<file path="src/rtl/if_pkg.sv">
// Shared types for the prefetching instruction fetch stage:
// default width, fetch FIFO entry, drain FSM states, PC step.
package if_pkg;

   localparam int DEF_XLEN = 32;
   localparam int PC_STEP  = 4;

   typedef enum logic {
      RUN,
      DRAIN
   } fetch_state_t;

   typedef struct packed {
      logic [DEF_XLEN-1:0] pc;
      logic [DEF_XLEN-1:0] instr;
   } fetch_entry_t;

endpackage

</file>
<file path="src/rtl/if_fetch_fifo.sv">
// Synchronous prefetch FIFO; flush beats push, push+pop legal when full.
// Ports: clk, rst, push/din, pop/dout, flush, count, full, empty.
module if_fetch_fifo
   import if_pkg::*;
#(
   parameter int  DEPTH = 4,
   parameter type T     = fetch_entry_t,
   parameter int  CW    = $clog2(DEPTH + 1)
) (
   input  logic          clk,
   input  logic          rst,
   input  logic          push,
   input  logic          pop,
   input  logic          flush,
   input  T              din,
   output T              dout,
   output logic [CW-1:0] count,
   output logic          full,
   output logic          empty
);

   localparam int PW = $clog2(DEPTH);

   T             mem [DEPTH];
   logic [PW-1:0] wp;
   logic [PW-1:0] rp;

   always_ff @(posedge clk) begin
      if (push && !flush) begin
         mem[wp] <= din;
      end
   end

   always_ff @(posedge clk) begin
      if (rst || flush) begin
         wp    <= '0;
         rp    <= '0;
         count <= '0;
      end else begin
         if (push) begin
            wp <= wp + PW'(1);
         end
         if (pop) begin
            rp <= rp + PW'(1);
         end
         if (push && !pop) begin
            count <= count + CW'(1);
         end else if (!push && pop) begin
            count <= count - CW'(1);
         end
      end
   end

   assign dout  = mem[rp];
   assign full  = (count == CW'(DEPTH));
   assign empty = (count == '0);

endmodule

</file>
<file path="src/rtl/if_prefetch_stage.sv">
// Prefetching IF stage: pipelined imem requests, in-order responses, FIFO to ID.
// Ports: clk/rst, freeze, branch_taken/branch_addr, mem_req/addr/gnt/rvalid/rdata,
// if_valid/if_pc/if_pc_plus4/if_instr; IF_PREFETCH_PERF_EN adds perf_* counters.
module if_prefetch_stage
   import if_pkg::*;
#(
   parameter int              XLEN            = DEF_XLEN,
   parameter int              FIFO_DEPTH      = 4,
   parameter int              MAX_OUTSTANDING = 2,
   parameter logic [XLEN-1:0] RESET_PC        = '0
) (
   input  logic            clk,
   input  logic            rst,
   input  logic            freeze,
   input  logic            branch_taken,
   input  logic [XLEN-1:0] branch_addr,
   output logic            mem_req,
   output logic [XLEN-1:0] mem_addr,
   input  logic            mem_gnt,
   input  logic            mem_rvalid,
   input  logic [XLEN-1:0] mem_rdata,
   output logic            if_valid,
   output logic [XLEN-1:0] if_pc,
   output logic [XLEN-1:0] if_pc_plus4,
   output logic [XLEN-1:0] if_instr
`ifdef IF_PREFETCH_PERF_EN
   ,
   output logic [31:0]     perf_fetched,
   output logic [31:0]     perf_squashed,
   output logic [31:0]     perf_starve
`endif
);

   localparam int OW = $clog2(MAX_OUTSTANDING + 1);
   localparam int CW = $clog2(FIFO_DEPTH + 1);
   localparam logic [XLEN-1:0] STEP = XLEN'(PC_STEP);

   typedef struct packed {
      logic [XLEN-1:0] pc;
      logic [XLEN-1:0] instr;
   } entry_t;

   logic [XLEN-1:0] fetch_pc, fetch_pc_d;
   logic [XLEN-1:0] rsp_pc, rsp_pc_d;
   logic [XLEN-1:0] tgt;
   logic [OW-1:0]   outst, outst_d;
   logic [OW-1:0]   drop_cnt, drop_d;
   fetch_state_t    state, state_d;

   logic          rsp, grant, drop, push, pop;
   logic          full, empty;
   logic [CW-1:0] count;
   entry_t        din, head;
   logic          unused_baddr_lo;

   assign unused_baddr_lo = ^branch_addr[1:0];
   assign tgt = {branch_addr[XLEN-1:2], 2'b00};

   // Credit: in-flight plus buffered never exceeds FIFO capacity.
   assign mem_req = !rst && !branch_taken
                 && int'(outst) < MAX_OUTSTANDING
                 && int'(outst) + int'(count) < FIFO_DEPTH;
   assign mem_addr = rst ? '0 : fetch_pc;
   assign grant    = mem_req && mem_gnt;

   assign rsp  = mem_rvalid && !rst;
   // A response landing in the branch cycle belongs to the old stream.
   assign drop = rsp && (drop_cnt != '0 || branch_taken);
   assign push = rsp && drop_cnt == '0 && !branch_taken;
   assign din  = '{pc: rsp_pc, instr: mem_rdata};

   assign if_valid    = !rst && !empty;
   assign pop         = if_valid && !freeze && !branch_taken;
   assign if_pc       = if_valid ? head.pc : '0;
   assign if_instr    = if_valid ? head.instr : '0;
   assign if_pc_plus4 = if_valid ? head.pc + STEP : '0;

   if_fetch_fifo #(
      .DEPTH (FIFO_DEPTH),
      .T     (entry_t),
      .CW    (CW)
   ) u_fifo (
      .clk   (clk),
      .rst   (rst),
      .push  (push),
      .pop   (pop),
      .flush (branch_taken),
      .din   (din),
      .dout  (head),
      .count (count),
      .full  (full),
      .empty (empty)
   );

   always_comb begin
      fetch_pc_d = fetch_pc;
      rsp_pc_d   = rsp_pc;
      drop_d     = drop_cnt;
      state_d    = state;
      outst_d    = outst + OW'(grant) - OW'(rsp);
      if (grant) begin
         fetch_pc_d = fetch_pc + STEP;
      end
      if (push) begin
         rsp_pc_d = rsp_pc + STEP;
      end
      if (branch_taken) begin
         fetch_pc_d = tgt;
         rsp_pc_d   = tgt;
         drop_d     = outst - OW'(rsp);
      end else if (drop) begin
         drop_d = drop_cnt - OW'(1);
      end
      unique case (state)
         RUN:     if (drop_d != '0) state_d = DRAIN;
         DRAIN:   if (drop_d == '0) state_d = RUN;
         default: state_d = RUN;
      endcase
   end

   always_ff @(posedge clk) begin
      if (rst) begin
         fetch_pc <= RESET_PC;
         rsp_pc   <= RESET_PC;
         outst    <= '0;
         drop_cnt <= '0;
         state    <= RUN;
      end else begin
         fetch_pc <= fetch_pc_d;
         rsp_pc   <= rsp_pc_d;
         outst    <= outst_d;
         drop_cnt <= drop_d;
         state    <= state_d;
      end
   end

   no_push_when_full: assert property (
      @(posedge clk) disable iff (rst) !(push && full && !pop)
   );

`ifdef IF_PREFETCH_PERF_EN
   always_ff @(posedge clk) begin
      if (rst) begin
         perf_fetched  <= '0;
         perf_squashed <= '0;
         perf_starve   <= '0;
      end else begin
         perf_fetched  <= perf_fetched + 32'(push);
         perf_squashed <= perf_squashed + 32'(drop)
                        + (branch_taken ? 32'(count) : 32'd0);
         perf_starve   <= perf_starve + 32'(!if_valid && !freeze);
      end
   end
`endif

endmodule

</file>
<file path="config.mk">
export PLATFORM = sky130hd
export DESIGN_NAME = if_prefetch_stage
export DESIGN_NICKNAME = d
export VERILOG_FILES = /design/src/rtl/if_pkg.sv /design/src/rtl/if_fetch_fifo.sv /design/src/rtl/if_prefetch_stage.sv
export SDC_FILE = /design/constraint.sdc
export NUM_CORES = 1
export LEC_CHECK = 0
export CORE_AREA = 5 5 215 217
export DETAILED_ROUTE_END_ITERATION = 8
export DIE_AREA = 0 0 220 222
export GPL_TIMING_DRIVEN = 0
export MAX_ROUTING_LAYER = met4
export PLACE_DENSITY = 0.56
export REMOVE_ABC_BUFFERS = 1
export SLEW_MARGIN = 10
export SYNTH_ARGS = -nofsm -noshare
export SYNTH_HDL_FRONTEND = slang
export SYNTH_HIERARCHICAL = 1
export SYNTH_SLANG_ARGS = --single-unit
</file>
<file path="constraint.sdc">
create_clock -name clk -period 5 [get_ports clk]
set_clock_uncertainty 0.2 [all_clocks]
set_input_delay 1 -clock clk [delete_from_list [all_inputs] [get_ports clk]]
set_output_delay 1 -clock clk [all_outputs]
set_load 0.02 [all_outputs]
</file>
=== Yosys cells after proc, flatten, opt, wreduce, memory -nomap -nowiden ===
Memories as Yosys holds them, arrays and structs flattened. A register that Yosys moved wholly into a read port is not among the register bits.
Cells that the tools add are included.

* Output and inout port bits: 130
* Logic and storage cells: 70
* Input bits: 70
* RAM bits: 256
* Bits in registers: 75
* Memories: 1

{| class="wikitable"
|+ Memories
! name !! words !! width !! read ports !! clocked after Yosys merged registers in !! wr ports !! line !! text
|-
| u_fifo.mem || 4 || 64 || 1 || 1 || 1 || if_fetch_fifo.sv:24 || <nowiki>T mem [DEPTH];</nowiki>
|}

* Multiplexer cells: 16
* Add/subtract/negate cells: 12
* Reductions and logical operators: 30
* Order comparisons: 2

{| class="wikitable"
|+ Operators by type and width
! kind !! number
|-
| 2-to-1 mux 32 bit || 8
|-
| adder 32 x 3 -> 32 bit, second input constant || 3
|-
| logical AND 1 bit || 14
|-
| nonzero test 2 bit || 5
|-
| 2-to-1 mux 2 bit || 4
|-
| logical NOT 1 bit || 6
|-
| 2-to-1 mux 3 bit || 2
|-
| adder 2 x 1 -> 2 bit, second input constant || 2
|-
| adder 2 x 3 -> 4 bit || 1
|-
| < comparator 4 x 3 -> 1 bit, second input constant || 1
|-
| subtractor 2 x 1 -> 2 bit || 2
|-
| adder 3 x 1 -> 3 bit, second input constant || 1
|-
| logical NOT 3 bit || 1
|-
| subtractor 3 x 1 -> 3 bit, second input constant || 1
|-
| adder 2 x 1 -> 2 bit || 1
|-
| logical NOT 2 bit || 1
|-
| logical OR 1 bit || 2
|-
| < comparator 2 bit, second input constant || 1
|-
| 2-to-1 mux 1 bit || 2
|-
| OR reduction 2 bit || 1
|-
| subtractor 2 x 1 -> 2 bit, second input constant || 1
|}

=== Logic depth before layout (Yosys ltp) ===
Gate-level depths: netlist (run 1).

* Word-level depth: 8
* Mapped depth: 11

=== Cells and area by module ===
Netlist (run 1), hierarchy kept.

{| class="wikitable"
|+ Modules (own cells, without submodules)
! module !! area each (um^2) !! sequential area each (um^2) !! cells each !! instances
|-
| if_fetch_fifo || 9751.9 || 7867.5 || 380 || 1
|-
| if_prefetch_stage || 5021.1 || 1281.2 || 692 || 1
|}

=== Worst setup path before layout (run 1) ===
OpenSTA, ideal clock, no wires.

* Kind: input port to flip-flop
* Start: input port branch_taken
* End: memory u_fifo/mem[0][0] in the netlist's numbering, enable pin
* Data arrival time: 3409 ps
* Stages on the path: 5
* Path buffers: 2
* Path slack: 962 ps
* Data required time: 4371 ps
* Path through: clkbuf_1 > buf_1 > nor2_1 > nor2b_1 > and2_1

* Cells in the longest elaborated chain, start to end: 5

{| class="wikitable"
|+ RTL lines
! what !! line !! text
|-
| start: declaration || if_prefetch_stage.sv:15 || <nowiki>input logic branch_taken,</nowiki>
|-
| logical NOT 1 bit || if_prefetch_stage.sv:69 || <nowiki>assign push = rsp && drop_cnt == '0 && !branch_taken;</nowiki>
|-
| logical AND 1 bit || if_prefetch_stage.sv:69 ||
|-
| net push || if_prefetch_stage.sv:50 || <nowiki>logic rsp, grant, drop, push, pop;</nowiki>
|-
| logical AND 1 bit || if_fetch_fifo.sv:29 || <nowiki>if (push && !flush) begin</nowiki>
|-
| 2-to-1 mux 1 bit || if_fetch_fifo.sv:29 ||
|-
| 2-to-1 mux 1 bit (not written as such) || if_fetch_fifo.sv:30 || <nowiki>mem[wp] <= din;</nowiki>
|-
| end: declaration || if_fetch_fifo.sv:24 ||
|}

The timed path passes the listed nets, and every way through them passes these cells.

==> impl_metrics.csv, run 1 <==
group,metric,value,unit
critical_path,worstPathArrival,3.57,ns
layout,drive_gt1_frac,0.119,
route,avgRoutedWirePerCell,18.9,µm
clocking,cts_tree,"done",
global_routing,grt_pass1_vias,9421,
critical_path,crit_path_top_delay_cell,"mux4_2",
placement,io_buffers,195,
layout,final_cell_mix,"edfxtp_1, clkdlybuf4s50_1, nor2_1, dfxtp_1, and2_1",
critical_path,end_kind,"primary output",
route,viasPerCell,4.91,
die,fp.dieW,220,µm
critical_path,required,3.80,ns
power_and_ir_drop,vdd_drop_max,0.000218,V
die,io_pins,200,
yosys,synth_area,14800,µm²
global_routing,grt_overflow_total,0,
placement,place_area,17400,µm²
critical_path,criticalPathCategory,"register to primary output",
die,core_area,43900,µm²
layout,final_cell_count_no_fill,1885,
route,drcViolationCount,0,
route,dr.pass1.iters,5,
sta,fin_crit,4.77,ns
worst_hold_path,hp-class,"register to register",
sta,worst_pin_slew,1.21,ns
clocking,hold_buffers,0,
global_routing,antenna_found_initial,0,
yosys,ys_warn_count,6,
layout,final_core_util,0.423,
die,start_util,0.336,
sta,fmax,0.210,GHz
sta,hold_slack,0.301,ns
route,drt-initial-drc-count,478,
sta,rsz0062_at_grt,"true",
clocking,cts_root_buf,"clkbuf_16",
clocking,clock_latency,0.52,ns
layout,syn_to_final_growth,25.9,%
layout,mostFrequentLayoutCell,"edfxtp_1",
sta,final.period_utilization,0.954,
sta,setup_viol,0,
placement,dp_cells,1813,
critical_path,r2r_slack,1.80,ns
critical_path,crit_buf_inv,4,
die,die-area,48800,µm²
critical_path,worstPathCellList,"buf_12, buf_16, mux4_2, and4_1, nand4_1, buf_12, nor3_1, xnor2_1, nor2_1, clkdlybuf4s50_1",
global_routing,grt_pass1_wl,55.4,mm
global_routing,grt_max_degree,64,
route,wirelength,35.6,mm
power_and_ir_drop,leakagePower,5.87,nW
clocking,cts_made_buffers,37,
run,cap_viol_max_count,0,
route,dr_total_vias,9251,
clocking,clock-sinks,329,
placement,hpwl,23.5,mm
clocking,clock_path_buffers,3,
clocking,cts_max_level,2,
die,die_y,222,µm
clocking,clk_pin_slew,0.06,ns
critical_path,cp_top_family,"buffers and inverters",
critical_path,crit_path_frequent_cell,"buf_12",
sta,drv_slew,0,
layout,nets,1348,
critical_path,crit_fanout,29,
sta,finalSetupTns,0,ns
route,ant_nets,0,
layout,fin_area,18600,µm²
sta,final_hold_viol_count,0,
power_and_ir_drop,power.density,324,nW/µm²
die,rows,77,
sta,slew_headroom,0.184,
critical_path,cp_slowest_stage_delay,0.63,ns
global_routing,track_usage,0.147,
placement,routabilityCongestion,0.785,
outcome,outcome,"complete, no violations",
yosys,syn_area_per_cell,13.8,µm²
critical_path,start_kind,"register",
yosys,synthCells,1071,
## flip-flops by register name (all words and copies together), names as in the netlist, named ones only
signal and flops:
rsp_pc 30, fetch_pc 30, u_fifo/wp 2, u_fifo/rp 2, u_fifo/count 3, drop_cnt 2
u_fifo/mem 256, outst 2
## timing repair
action | CTS | global route
setup endpoints to repair | 22 | 58
gates resized for setup | 2 | 4
setup buffers | 3 | 1
pin swaps | 1 | 0
cloned | 0 | 0
## layout make-up
| class | instances | area, µm² |
|---|---|---|
| Fill cell | 4130 | 25300 |
| Sequential cell | 329 | 9160 |
| Timing Repair Buffer | 209 | 2240 |
| Clock inverter | 16 | 129 |
| Multi-Input combinational cell | 655 | 5180 |
| Tap cell | 592 | 741 |
| Clock buffer | 51 | 1020 |
| Inverter | 32 | 121 |
| Antenna cell | 1 | 2.50 |
## metal layers
layer  share of wire  track usage  up-vias
li1                -            -     4414
met5               0            -        -
met1            0.47        0.201     4549
met3           0.053       0.0259       42
met4           0.015       0.0300        0
met2            0.47        0.232      246
## power by group
part	internal, mW	leakage [nW]	switching (mW)
combinational	0.184	2.39	0.200
clock	1.53	0.562	1.04
sequential	3.00	2.92	0.0636
## through the flow
| step | worst slack (ns) | power [mW] |
|---|---|---|
| 3_5_place_dp | -0.0243 | 3.50 |
| 4_1_cts | 0.0347 | 6.12 |
| 5_1_grt | -0.00373 | 6.28 |
| 3_3_place_gp | -3.40 | 3.50 |
| 6_report | 0.228 | 6.01 |
| 2_1_floorplan | -0.820 | 3.29 |
## worst register-to-register path, delay by kind of cell, from the launching register on
| kind | cells | cell delay, ns |
|---|---|---|
| xor gates and xnor gates | 1 | 0.16 |
| buffers and inverters | 2 | 0.63 |
| DFF | 1 | 0.41 |
| adders and majority gates | 3 | 0.90 |
| and+or+nand+nor | 3 | 0.78 |
## path summary, 6_finish.rpt
| path | from | endpoint | cells after the start |
|---|---|---|---|
| worst max-delay path | register | if_pc_plus4[23] | 10 |
| worst min-delay path | fetch_pc[14]$_SDFFE_PP0P_ | fetch_pc[14]$_SDFFE_PP0P_ | 2 |
| worst max register to register | outst[1]$_SDFF_PP0_ | outst[1]$_SDFF_PP0_ | 9 |
| worst min register to register | fetch_pc[14]$_SDFFE_PP0P_ | fetch_pc[14]$_SDFFE_PP0P_ | 2 |
No activity file was read; power rests on OpenSTA's default activity.
==> run 2, diff against run 1 <==
--- a/config.mk
+++ b/config.mk
@@ -5,12 +5,13 @@
 export SDC_FILE = /design/constraint.sdc
 export NUM_CORES = 1
 export LEC_CHECK = 0
-export CORE_AREA = 5 5 215 217
+export CORE_AREA = 5 5 170 172
+export CTS_CLUSTER_SIZE = 12
 export DETAILED_ROUTE_END_ITERATION = 8
-export DIE_AREA = 0 0 220 222
+export DIE_AREA = 0 0 175 177
 export GPL_TIMING_DRIVEN = 0
 export MAX_ROUTING_LAYER = met4
-export PLACE_DENSITY = 0.56
+export PLACE_DENSITY = 0.82
 export REMOVE_ABC_BUFFERS = 1
 export SLEW_MARGIN = 10
 export SYNTH_ARGS = -nofsm -noshare
==> impl_metrics.csv, run 2 (synthesis results as in run 1) <==
group,metric,value,unit
die,rows,61,
placement,io_buffers,195,
layout,mostFrequentLayoutCell,"edfxtp_1",
layout,largest_register_ffs,256,
route,wirelength,31.4,mm
worst_hold_path,hp-class,"register to register",
sta,final_hold_viol_count,0,
clocking,cts_tree,"done",
clocking,cts_made_buffers,35,
global_routing,grt_pass1_wl,50.0,mm
critical_path,cp_slowest_stage_delay,0.70,ns
route,drt-initial-drc-count,673,
critical_path,required,3.80,ns
sta,drv_slew,0,
layout,regMostFlops,"u_fifo/mem",
clocking,cts_resized,0,
power_and_ir_drop,power,5.79,mW
clocking,clock-sinks,329,
die,die-area,31000,µm²
layout,syn_to_final_growth,23.0,%
run,cap_viol_max_count,0,
global_routing,grt_pass1_vias,9284,
critical_path,crit_fanout,79,
layout,final_cell_mix,"edfxtp_1, clkdlybuf4s50_1, nor2_1, dfxtp_1, and2_1",
power_and_ir_drop,power.density,319,nW/µm²
sta,setup_viol,0,
critical_path,end_kind,"primary output",
critical_path,criticalPathCategory,"primary input to primary output",
layout,reg.largest.list,"u_fifo/mem (256), fetch_pc (30), rsp_pc (30)",
placement,place_ws,0.0654,ns
global_routing,grt_max_degree,80,
route,ant_nets,0,
die,core_area,27300,µm²
critical_path,cp_top_family,"buffers and inverters",
clocking,cts_root_buf,"clkbuf_16",
placement,routabilityCongestion,0.831,
critical_path,crit_path_top_delay_cell,"or2_2",
die,fp.dieW,175,µm
route,dr_total_vias,9364,
power_and_ir_drop,vdd_drop_max,0.000281,V
die,io_pins,200,
critical_path,crit_buf_inv,5,
global_routing,antenna_found_initial,1,
clocking,clock_path_buffers,3,
clocking,clock_latency,0.50,ns
critical_path,start_kind,"primary input",
clocking,clk_pin_slew,0.06,ns
sta,fin_crit,4.82,ns
die,die_y,177,µm
route,avgRoutedWirePerCell,19.3,µm
global_routing,track_usage,0.207,
route,viasPerCell,5.75,
layout,drive_gt1_frac,0.114,
layout,nets,1346,
sta,rsz0062_at_grt,"false",
critical_path,worstPathCellList,"buf_4, buf_16, or2_2, inv_2, buf_12, and2_1, clkdlybuf4s50_1",
outcome,outcome,"complete, no violations",
sta,fmax,0.208,GHz
power_and_ir_drop,leakagePower,5.83,nW
die,start_util,0.540,
sta,worst_pin_slew,1.21,ns
clocking,cts_max_level,2,
placement,hpwl,20.7,mm
critical_path,worstPathArrival,3.62,ns
global_routing,grt_overflow_total,0,
sta,layout_setup_ws,0.184,ns
route,dr.pass1.iters,5,
sta,slew_headroom,0.190,
route,drcViolationCount,0,
sta,final.period_utilization,0.963,
[run 2: final cells by class]
cell class	instances	area, µm²
fillers	1972	9170
flip-flops and latches	329	9160
multi-input cells	655	5160
repair buffers	209	2240
clock buffers	50	1020
well taps	346	433
inverters	32	121
clock inverters	7	30.0
diodes	1	2.50
[run 2: path summary, 6_finish.rpt]
check | to | cells after the start | startpoint | slack (ns)
worst max-delay path | if_pc[22] | 7 | rst | 0.18
worst min-delay path | fetch_pc[14]$_SDFFE_PP0P_ | 2 | fetch_pc[14]$_SDFFE_PP0P_ | 0.31
worst max register to register | outst[1]$_SDFF_PP0_ | 9 | u_fifo/count[1]$_SDFFE_PP0P_ | 1.92
worst min register to register | fetch_pc[14]$_SDFFE_PP0P_ | 2 | fetch_pc[14]$_SDFFE_PP0P_ | 0.31
[run 2: per-stage QoR]
step | instance area, µm² | cells | utilization | hold WS (ns) | TNS, ns
finish | 18200 | 1629 | 0.665 | 0.313 | 0
floorplan | 14400 | 1016 | - | 0.263 | -15.81
detailed placement | 17000 | 1566 | 0.624 | 0.305 | 0
global route | 18200 | 1629 | 0.665 | 0.343 | 0
CTS | 18100 | 1625 | 0.664 | 0.314 | 0
global placement | 16800 | 1557 | 0.615 | 0.284 | -1042.59
[run 2: where the power goes]
part	total [mW]	leakage, nW	switching, mW	internal (mW)
combinational	0.376	2.39	0.193	0.183
sequential	3.06	2.92	0.0632	3.00
clock	2.35	0.517	0.947	1.40
[run 2: per-layer routing]
| metal | up-vias | track usage | part of all wire |
|---|---|---|---|
| met5 | - | - | 0 |
| met4 | 0 | 0.0468 | 0.017 |
| met3 | 40 | 0.0376 | 0.069 |
| met2 | 355 | 0.336 | 0.48 |
| met1 | 4568 | 0.279 | 0.43 |
| li1 | 4401 | - | - |
[run 2: repair_timing]
item,in CTS,in global routing
cloned,0,0
pin swaps,1,0
buffers inserted,2,3
hold buffers,0,0
endpoints found under the setup margin,22,14
[run 2: tightest hold or removal path, stage by stage, from the launching register on]
cell,delay [ns]
dfxtp_1,0.31
o21ai_0,0.07
a31oi_1,0.08
==> run 3, diff against run 2 <==
==> constraint.sdc (replaced) <==
create_clock -name clk -period 4.5 [get_ports clk]
set_clock_uncertainty 0.2 [all_clocks]
set_input_delay 0.9 -clock clk [delete_from_list [all_inputs] [get_ports clk]]
set_output_delay 0.9 -clock clk [all_outputs]
set_load 0.02 [all_outputs]
==> impl_metrics.csv, run 3 (synthesis results as in run 1) <==
group,metric,value,unit
outcome,outcome,"complete, no violations",
route,wirelength,31.6,mm
critical_path,reg2reg_depth,9,
sta,setup_viol,0,
global_routing,track_usage,0.209,
sta,drv_slew,0,
global_routing,antenna_found_initial,0,
critical_path,r2r_slack,1.42,ns
global_routing,grt_pass1_wl,50.3,mm
placement,dp_cells,1566,
worst_hold_path,holdPathStages,2,
layout,reg.largest.list,"u_fifo/mem (256), fetch_pc (30), rsp_pc (30)",
run,cap_viol_max_count,0,
sta,rsz0062_at_grt,"false",
critical_path,end_kind,"primary output",
sta,slew_headroom,0.201,
power_and_ir_drop,combPwrFrac,0.065,
layout,mostFrequentLayoutCell,"edfxtp_1",
clocking,clock_path_buffers,3,
global_routing,grt_max_degree,80,
layout,n_antenna_cell,0,
die,rows,61,
power_and_ir_drop,p_int,5.09,mW
die,core_area,27300,µm²
layout,syn_to_final_growth,23.7,%
placement,place_area,17000,µm²
sta,worst_pin_slew,1.19,ns
clocking,cts_root_buf,"clkbuf_16",
layout,final_cell_count_no_fill,1628,
layout,drive_gt1_frac,0.119,
worst_hold_path,hp-class,"register to register",
layout,multiInputGateArea,5190,µm²
clocking,cts_made_buffers,35,
power_and_ir_drop,seqPwrFrac,0.529,
layout,nets,1346,
critical_path,crit_path_top_delay_cell,"clkdlybuf4s50_1",
layout,final_core_util,0.668,
clocking,cts_max_level,2,
sta,fin_crit,4.28,ns
power_and_ir_drop,power.density,352,nW/µm²
sta,final.period_utilization,0.951,
power_and_ir_drop,clock_power_share,0.406,
die,io_pins,200,
die,die-area,31000,µm²
layout,fin_area,18300,µm²
route,dr_total_vias,9315,
die,die_y,177,µm
sta,final_hold_viol_count,0,
clocking,cts_tree,"done",
critical_path,cp_slowest_stage_delay,0.58,ns
placement,routabilityCongestion,0.831,
power_and_ir_drop,p_sw_frac,0.208,
power_and_ir_drop,leakagePower,6.19,nW
die,fp.dieW,175,µm
layout,register_area,9160,µm²
critical_path,worstPathCellList,"buf_4, buf_16, or2_4, inv_2, buf_12, and2_1, clkdlybuf4s50_1",
placement,hpwl,20.7,mm
global_routing,grt_overflow_total,0,
route,dr.pass1.iters,5,
layout,regMostFlops,"u_fifo/mem",
route,avgRoutedWirePerCell,19.4,µm
clocking,hold_buffers,0,
global_routing,grt_pass1_vias,9344,
layout,fillers,1958,
sta,fmax,0.234,GHz
critical_path,crit_fanout,79,
critical_path,required,3.40,ns
clocking,clk_pin_slew,0.06,ns
route,viasPerCell,5.72,
critical_path,criticalPathCategory,"primary input to primary output",
route,drt-initial-drc-count,710,
clocking,clock_latency,0.50,ns
layout,final_cell_mix,"edfxtp_1, clkdlybuf4s50_1, nor2_1, dfxtp_1, and2_1",
layout,largest_register_ffs,256,
critical_path,start_kind,"primary input",
power_and_ir_drop,power.switching,1.33,mW
clocking,clock-sinks,329,
power_and_ir_drop,vdd_drop_max,0.000311,V
die,start_util,0.540,
placement,io_buffers,195,
critical_path,worstPathArrival,3.18,ns
route,drcViolationCount,0,
route,ant_nets,0,
==> run 3: timing repair <==
action	in CTS	in global routing
setup endpoints to repair	77	17
setup buffers	4	0
cloned	1	0
pin swaps	1	1
gates resized for setup	7	21
==> run 3: critical path, delay by kind of cell <==
family	cells	cell delay (ns)
buffers and inverters	5	1.54
and+or+nand+nor	2	0.63
==> run 3: layout make-up <==
class / count / area share
Timing Repair Buffer: 209 / 0.127
Clock inverter: 7 / 0.00164
Multi-Input combinational cell: 655 / 0.284
Clock buffer: 50 / 0.0558
Inverter: 32 / 0.00665
Tap cell: 346 / 0.0237
Sequential cell: 329 / 0.501
==> run 3: worst paths after layout <==
| kind | endpoint | startpoint |
|---|---|---|
| worst max register to register | outst[1]$_SDFF_PP0_ | u_fifo/count[1]$_SDFFE_PP0P_ |
| worst min register to register | fetch_pc[14]$_SDFFE_PP0P_ | fetch_pc[14]$_SDFFE_PP0P_ |
| worst min-delay path | fetch_pc[14]$_SDFFE_PP0P_ | fetch_pc[14]$_SDFFE_PP0P_ |
| worst max-delay path | if_pc[22] | rst |
==> run 3: layer usage <==
layer,share of wire,global-route usage,routed length (µm)
met5,0,-,0
met4,0.013,0.0426,412
met3,0.071,0.0374,2240
met2,0.49,0.342,15300
met1,0.43,0.282,13600
==> run 3: power groups by stage <==
stage / logic (mW) / registers [mW] / clock network (mW)
after floorplan: 0.211 / 3.44 / 0
after detailed placement: 0.416 / 3.46 / 0
after global placement: 0.402 / 3.46 / 0
final: 0.417 / 3.40 / 2.61
after CTS: 0.421 / 3.40 / 2.68
after global routing: 0.456 / 3.41 / 2.80
==> run 3: metrics by stage <==
stage	hold WS [ns]	setup slack (ns)	power, mW	setup TNS, ns
6_report	0.320	0.221	6.43	0
5_1_grt	0.343	0.0526	6.67	0
4_1_cts	0.314	0.00297	6.50	0
3_5_place_dp	0.305	-0.335	3.88	-6.75
3_3_place_gp	0.284	-3.35	3.86	-1215.39
2_1_floorplan	0.263	-1.22	3.65	-39.25
